## src/rtl/puf_majority_voter.sv

```systemverilog
// Temporal majority-vote stabiliser for the ring-oscillator PUF core.
// Collects NUM_EVAL responses, votes per bit, and hands the key plus an
// unstable-bit mask to the consumer over valid/ready. A watchdog aborts
// collection if the PUF stops producing responses.
//
// state    | meaning
// ---------+-----------------------------------------------------------
// IDLE     | waiting for start; outputs from last vote retained
// COLLECT  | PUF enabled, accumulating per-bit ones counts, watchdog live
// VOTE     | one cycle: majority and stability computed, key_valid raised
// OUTPUT   | key_valid held until the consumer accepts (key_ready)
module puf_majority_voter #(
    parameter int RESP_W   = 4,
    parameter int NUM_EVAL = 7,
    parameter int TIMEOUT  = 255
) (
    input  logic              clk,
    input  logic              rst,
    input  logic              start_i,
    output logic              puf_enable_o,
    input  logic [RESP_W-1:0] resp_in_i,
    input  logic              resp_valid_i,
    output logic [RESP_W-1:0] key_out_o,
    output logic [RESP_W-1:0] unstable_mask_o,
    output logic              key_valid_o,
    input  logic              key_ready_i,
    output logic              busy_o,
    output logic              timeout_err_o
);

    localparam int CW = $clog2(NUM_EVAL + 1);

    typedef enum logic [1:0] {
        S_IDLE,
        S_COLLECT,
        S_VOTE,
        S_OUTPUT
    } state_t;

    state_t            state_q;
    logic [CW-1:0]     ones_cnt_q [RESP_W];
    logic [CW-1:0]     ones_cnt_d [RESP_W];
    logic [CW-1:0]     eval_cnt_q;
    logic [CW-1:0]     eval_cnt_d;
    logic [15:0]       wd_cnt_q;
    logic [RESP_W-1:0] key_q;
    logic [RESP_W-1:0] key_d;
    logic [RESP_W-1:0] mask_q;
    logic [RESP_W-1:0] mask_d;
    logic              puf_enable_q;
    logic              key_valid_q;
    logic              busy_q;
    logic              timeout_err_q;

    // Candidate counts for the next strobe and the vote result from the current counts.
    always_comb begin
        eval_cnt_d = eval_cnt_q + CW'(1);
        key_d      = '0;
        mask_d     = '0;
        for (int i = 0; i < RESP_W; i++) begin
            ones_cnt_d[i] = ones_cnt_q[i] + CW'(resp_in_i[i]);
            key_d[i]      = (ones_cnt_q[i] > CW'(NUM_EVAL / 2));
            mask_d[i]     = (ones_cnt_q[i] != '0) && (ones_cnt_q[i] != CW'(NUM_EVAL));
        end
    end

    // Sequencer: state, counters, watchdog and all registered outputs.
    always_ff @(posedge clk or posedge rst) begin
        if (rst) begin
            state_q       <= S_IDLE;
            eval_cnt_q    <= '0;
            wd_cnt_q      <= '0;
            key_q         <= '0;
            mask_q        <= '0;
            puf_enable_q  <= 1'b0;
            key_valid_q   <= 1'b0;
            busy_q        <= 1'b0;
            timeout_err_q <= 1'b0;
            for (int i = 0; i < RESP_W; i++) begin
                ones_cnt_q[i] <= '0;
            end
        end else begin
            case (state_q)
                S_IDLE: begin
                    if (start_i) begin
                        for (int i = 0; i < RESP_W; i++) begin
                            ones_cnt_q[i] <= '0;
                        end
                        eval_cnt_q    <= '0;
                        wd_cnt_q      <= '0;
                        timeout_err_q <= 1'b0;
                        puf_enable_q  <= 1'b1;
                        busy_q        <= 1'b1;
                        state_q       <= S_COLLECT;
                    end
                end
                S_COLLECT: begin
                    // A response in the same cycle as watchdog expiry takes priority.
                    if (resp_valid_i) begin
                        for (int i = 0; i < RESP_W; i++) begin
                            ones_cnt_q[i] <= ones_cnt_d[i];
                        end
                        eval_cnt_q <= eval_cnt_d;
                        wd_cnt_q   <= '0;
                        if (eval_cnt_d == CW'(NUM_EVAL)) begin
                            puf_enable_q <= 1'b0;
                            state_q      <= S_VOTE;
                        end
                    end else if (wd_cnt_q == 16'(TIMEOUT - 1)) begin
                        timeout_err_q <= 1'b1;
                        puf_enable_q  <= 1'b0;
                        busy_q        <= 1'b0;
                        state_q       <= S_IDLE;
                    end else begin
                        wd_cnt_q <= wd_cnt_q + 16'd1;
                    end
                end
                S_VOTE: begin
                    key_q       <= key_d;
                    mask_q      <= mask_d;
                    key_valid_q <= 1'b1;
                    state_q     <= S_OUTPUT;
                end
                S_OUTPUT: begin
                    if (key_valid_q && key_ready_i) begin
                        key_valid_q <= 1'b0;
                        busy_q      <= 1'b0;
                        state_q     <= S_IDLE;
                    end
                end
                default: begin
                    state_q <= S_IDLE;
                end
            endcase
        end
    end

    assign puf_enable_o    = puf_enable_q;
    assign key_out_o       = key_q;
    assign unstable_mask_o = mask_q;
    assign key_valid_o     = key_valid_q;
    assign busy_o          = busy_q;
    assign timeout_err_o   = timeout_err_q;

endmodule

```

## config.mk

```make
export PLATFORM = sky130hd
export DESIGN_NAME = puf_majority_voter
export DESIGN_NICKNAME = d
export VERILOG_FILES = /design/src/rtl/puf_majority_voter.sv
export SDC_FILE = /design/constraint.sdc
export NUM_CORES = 1
export LEC_CHECK = 0
export CORE_ASPECT_RATIO = 0.9
export CORE_MARGIN = 5
export CORE_UTILIZATION = 45
export CTS_CLUSTER_SIZE = 10
export DETAILED_ROUTE_END_ITERATION = 7
export PLACE_DENSITY = 0.64
export SYNTH_ARGS = -nofsm -noshare
export SYNTH_HDL_FRONTEND = slang
export SYNTH_SLANG_ARGS = --single-unit
```

## constraint.sdc

```tcl
create_clock -name clk -period 1.5 [get_ports clk]
set_input_delay 0.3 -clock clk [delete_from_list [all_inputs] [get_ports clk]]
set_output_delay 0.3 -clock clk [all_outputs]
set_load 0.05 [all_outputs]
```

Yosys cells after proc, flatten, opt, wreduce, memory -nomap -nowiden --
Cells that the tools add are included.
Storage, ports and cells: word-level logic and storage cells 89, output and inout port bits 12, bits in latches 0, register bits after elaboration 45, memory bits (writable) 0, memories 0, input bits 9, ROM bits 0
Operators by class: multipliers 0, order comparisons 4, add/sub/neg operators 6, bitwise operators 0, shift-type cells 0, equal/unequal tests 17, reductions and logical operators 20, div/mod/pow operators 0, muxes and demuxes 29
Operators by type and width (number):
- 2-to-1 mux 16 bit | 3
- one-hot mux 16 bit (2 select lines) | 1
- 2-to-1 mux 12 bit | 2
- one-hot mux 12 bit (2 select lines) | 1
- inequality test 3 bit, second input constant | 7
- adder 16 x 1 -> 16 bit, second input constant | 1
- equality test 16 x 8 -> 1 bit, second input constant | 1
- nonzero test 3 bit | 5
- adder 3 x 1 -> 3 bit | 4
- greater-than comparator 3 x 2 -> 1 bit, second input constant | 4
- AND reduction 4 bit | 3
- 2-to-1 mux 2 bit | 5
- inequality test 2 bit, second input constant | 5
- 2-to-1 mux 1 bit | 9
- one-hot mux 2 bit (4 select lines) | 1
- 2-to-1 mux 3 bit | 2
- one-hot mux 1 bit (2 select lines) | 3
- one-hot mux 3 bit (2 select lines) | 1
- AND reduction 3 bit | 2
- logical AND 1 bit | 5
- AND reduction 5 bit | 1
- equality test 2 bit, second input constant | 2
- nonzero test 2 bit | 2
- adder 3 x 1 -> 3 bit, second input constant | 1
- other kinds (5) | 5

Longest topological paths before layout --
word-level depth 5, mapped depth 8, depth with buffers taken out 7

Worst setup path before layout --
OpenSTA, ideal clock, no wires.
path kind reg2reg, start register wd_cnt_q[0], end register wd_cnt_q[4], setup time 132 ps, buffers on the path 1, cell stages (with the launch flop) 9, required time 1368 ps, setup slack -81 ps, arrival time 1449 ps, period minus slack after synthesis 1581 ps, cells stage by stage dfrtp_1 -> inv_1 -> ha_1 -> nor4b_4 -> and4_4 -> buf_6 -> a21oi_1 -> xnor2_1 -> nor2_1
Between the ends: word-level cells in the longest chain between the ends 4, elaborated cells between the ends (all ways) 7, classes of those cells add/sub: 1; eq/ne: 2; mux: 3; reduce/logical: 1
Ends and longest elaborated chain:
- start: declaration | line 45 | logic [15:0] wd_cnt_q;
- start signal: assignment | line 115 | wd_cnt_q <= wd_cnt_q + 16'd1;
- adder 16 x 1 -> 16 bit | line 115
- 2-to-1 mux 16 bit | line 109 | end else if (wd_cnt_q == 16'(TIMEOUT - 1)) begin
- 2-to-1 mux 16 bit | line 99 | if (resp_valid_i) begin
- one-hot mux 16 bit (2 select lines) | line 83 | case (state_q)
Parallel ways exist; a longest one is shown, timed or not. The select of a mux whose other input is x is not followed. A chain may end at the register's enable or synchronous reset.

Worst setup path after layout --
start register wd_cnt_q[0], end register wd_cnt_q[2]
Same word-level chain as after synthesis.

==> results.py <==
metrics = {
    "routing": {
        "top_layer": "met4",
        "routed-wl-met3_um": 254,
        "drtAntennaViolNets": 0,
        "vias_per_cell": 5.399,
        "wl_met1_mm": 2.767,
        "routed_wl_mm": 5.827,
        "wl_met2_mm": 2.741,
        "vias": 2084,
        "first_pass_iters": 4,
        "drt_iter0_markers": 148,
        "wl_per_cell_um": 15.10,
        "route.detailed.drc": 0,
    },
    "logic_synthesis": {
        "synth_edf_count": 0,
        "ys.flop_type": "dfrtp_1",
        "synth_simple_gate_area_share_pct": 24.03,
        "postSynthAreaPerCell_um2": 9.626,
        "yosys-mux-area-fraction_pct": 1.864,
        "synth-xor-area-share_pct": 4.713,
        "yosysSeqAreaShare_pct": 46.61,
        "syn_area_um2": 2416,
        "synthArstFlopShare_pct": 100.0,
        "synth_top_family_by_area": "simple AND/OR/NAND/NOR gates",
        "synth_fp_nets": 272,
        "ys_warn_count": 0,
        "synth.ff_latch_count": 45,
        "synth_cells": 251,
        "synth.distinct_cells": 42,
        "synth_adder_area_share_pct": 6.214,
        "synth_compound_area_share_pct": 12.74,
    },
    "power": {
        "power_density_nw_per_um2": 1825,
        "peakVddDrop_v": 0.001087,
        "leakagePower_uw": 0.001583,
    },
    "place": {
        "io_buffers": 20,
        "routabilityCongestion": 0.8630,
        "hpwl_mm": 4.032,
    },
    "outcome": {
        "run_status": "complete, but fails checks",
        "violations": "negative setup slack",
    },
    "timing": {
        "rsz0062_at_grt": "true",
        "worst_slack_ns": -0.1728,
        "fin_crit_sh_pct": 111.5,
        "hold_violations": 0,
        "clock_skew_ns": 0.003731,
        "hold_ws_ns": 0.3227,
        "slew_violations": 0,
        "period_needed_ns": 1.673,
        "max_slew.worst_pin.slew_ns": 0.3582,
        "max_slew_margin_pct": 76.12,
        "finalSetupViolCount": 18,
        "fmax_mhz": 597.8,
    },
    "grt": {
        "track_usage_pct": 17.30,
        "grt_pass1_wl_mm": 9.342,
        "antenna_found_initial": 0,
        "grt_max_degree": 29,
        "grt_pass1_vias": 1952,
        "grt_overflow": 0,
    },
    "worst_setup_path": {
        "cp.depth": 8,
        "critPathSlowestCell": "dfrtp_1",
        "cp-start-kind": "flop",
        "cp_max_fo": 5,
        "crit_path_cell_trace": "inv_1 > ha_1 > nor4b_4 > buf_4 > nand4_4 > o211ai_1 > xor2_1 > nor2_1",
        "cp-end-kind": "flop",
        "r2r_slack_ns": -0.17,
        "slowest_delay_ns": 0.39,
        "path_class": "reg -> reg",
        "worstPathRequired_ns": 1.70,
        "reg2regPathDepth": 8,
        "worstPathArrival_ns": 1.87,
        "cpLargestDelayFamily": "flip-flops",
        "crit_buf_inv": 2,
    },
    "cts": {
        "ctsHoldBuffers": 0,
        "clk_path_buf_depth": 2,
        "root_buffer": "clkbuf_8",
        "cts_tree": "yes",
        "clk-insertion-delay-late_ns": 0.31,
        "cts_num_sinks": 45,
        "cts_buffers": 5,
        "h-tree-depth": 2,
        "path_clk_slew_ns": 0.08,
    },
    "floorplanning": {
        "placementRows": 25,
        "io_pins": 21,
        "dieArea_um2": 6936,
        "fp.dieH_um": 79.52,
        "core-area_um2": 5224,
        "start_util_pct": 46.25,
        "die-width_um": 87.24,
    },
    "layout": {
        "final_cell_mix": "44 x dfrtp_1, 44 x buf_4, 40 x nand2_1",
        "area_growth_syn_to_layout_pct": 41.17,
        "nFillCells": 398,
        "final_nets": 339,
        "final_util_pct": 65.29,
        "drive_gt1_share_pct": 31.97,
        "n_antenna_cell": 0,
    },
    "run": {
        "cap_violations": 0,
    },
    "worst_hold_path": {
        "hold_class": "in -> async",
    },
}
[report_power, final]
group	switching, µW	leakage, µW	internal (µW)
Combinational	1670	0.000943	1560
Clock	425	0.0000585	543
Sequential	431	0.000582	1600
[cell type report]
type / instances / area, µm² / share of cell area, %
clock inverter: 1 / 30.03 / 0.8804
inverter: 6 / 22.52 / 0.6603
tap: 67 / 83.83 / 2.458
timing repair buffer: 71 / 755.7 / 22.16
clock buffer: 7 / 86.33 / 2.531
sequential: 45 / 1127 / 33.05
multi-input combinational: 189 / 1305 / 38.26
[final timing paths]
path                                            from                   endpoint
max reg2reg                  wd_cnt_q[0]$_DFFE_PP0P_    wd_cnt_q[2]$_DFFE_PP0P_
min in group clk           ones_cnt_q[3]$_DFFE_PP0P_  ones_cnt_q[3]$_DFFE_PP0P_
max in group asynchronous                        rst                  async pin
max                          wd_cnt_q[0]$_DFFE_PP0P_    wd_cnt_q[2]$_DFFE_PP0P_
min                                              rst    wd_cnt_q[4]$_DFFE_PP0P_
min reg2reg                ones_cnt_q[3]$_DFFE_PP0P_  ones_cnt_q[3]$_DFFE_PP0P_
[state kept, by name, indices dropped and copies added (netlist names), named ones only]
| signal | cells |
|---|---|
| puf_enable_o | 1 |
| eval_cnt_q | 3 |
| state_q | 1 |
| unstable_mask_o | 4 |
| key_out_o | 4 |
| key_valid_o | 1 |
| wd_cnt_q | 16 |
| busy_o | 1 |
| timeout_err_o | 1 |
| ones_cnt_q | 12 |
[worst min-delay path: cells and delay by family]
family,cells,cell delay [ns]
buffers and inverters,3,0.72
[cell usage after synthesis, types with 4 or more instances]
| cell type | instances | share of area [%] |
|---|---|---|
| a21oi_1 | 15 | 3.1 |
| and3_1 | 6 | 1.6 |
| buf_2 | 5 | 1.0 |
| clkbuf_1 | 4 | 0.62 |
| dfrtp_1 | 45 | 47 |
| ha_1 | 12 | 6.2 |
| inv_1 | 6 | 0.93 |
| mux2_2 | 4 | 1.9 |
| nand2_1 | 41 | 6.4 |
| nand3_1 | 11 | 2.3 |
| nand4_1 | 9 | 2.3 |
| nor2_1 | 14 | 2.2 |
| nor3_1 | 11 | 2.3 |
| o21ai_0 | 15 | 3.1 |
| o31ai_1 | 5 | 1.6 |
| xnor2_1 | 6 | 2.2 |
| xor2_1 | 7 | 2.5 |
[per-stage QoR]
| stage | instance area [µm²] | TNS (ns) | worst slack (ns) | std cells | total power [µW] |
|---|---|---|---|---|---|
| global route | 3411 | -4.569 | -0.3022 | 386 | 6603 |
| floorplan | 2422 | -0.5462 | -0.07516 | 251 | 3584 |
| detailed placement | 3147 | -6.874 | -0.3008 | 373 | 5112 |
| CTS | 3291 | -1.870 | -0.1955 | 382 | 6099 |
| global placement | 3147 | -6.499 | -0.2755 | 373 | 5057 |
| finish | 3411 | -1.937 | -0.1728 | 386 | 6225 |
[routing by layer]
metal  vias to the layer above  track usage (%)
met1                      1004            24.44
li1                       1028                -
met5                         -                0
met2                        44            26.63
met3                         8            3.096
met4                         0            5.982
[kinds of logic (layout without fill, tap and decap cells)]
kind of cell,Yosys count,count (layout)
muxes,4,4
buffers and inverters,18,85
xor gates and xnor gates,13,13
DFF,45,45
adders and majority gates,12,12
and+or+nand+nor,109,110
AOI/OAI and AO/OA,50,50
[repair_timing]
action                                  4_1_cts  5_1_grt
cloned                                        0        1
pin swaps                                     0        9
endpoints found under the setup margin       18       27
resized for setup                             5       19
buffers inserted                              1        3
Power figures use the tool's default switching activity.
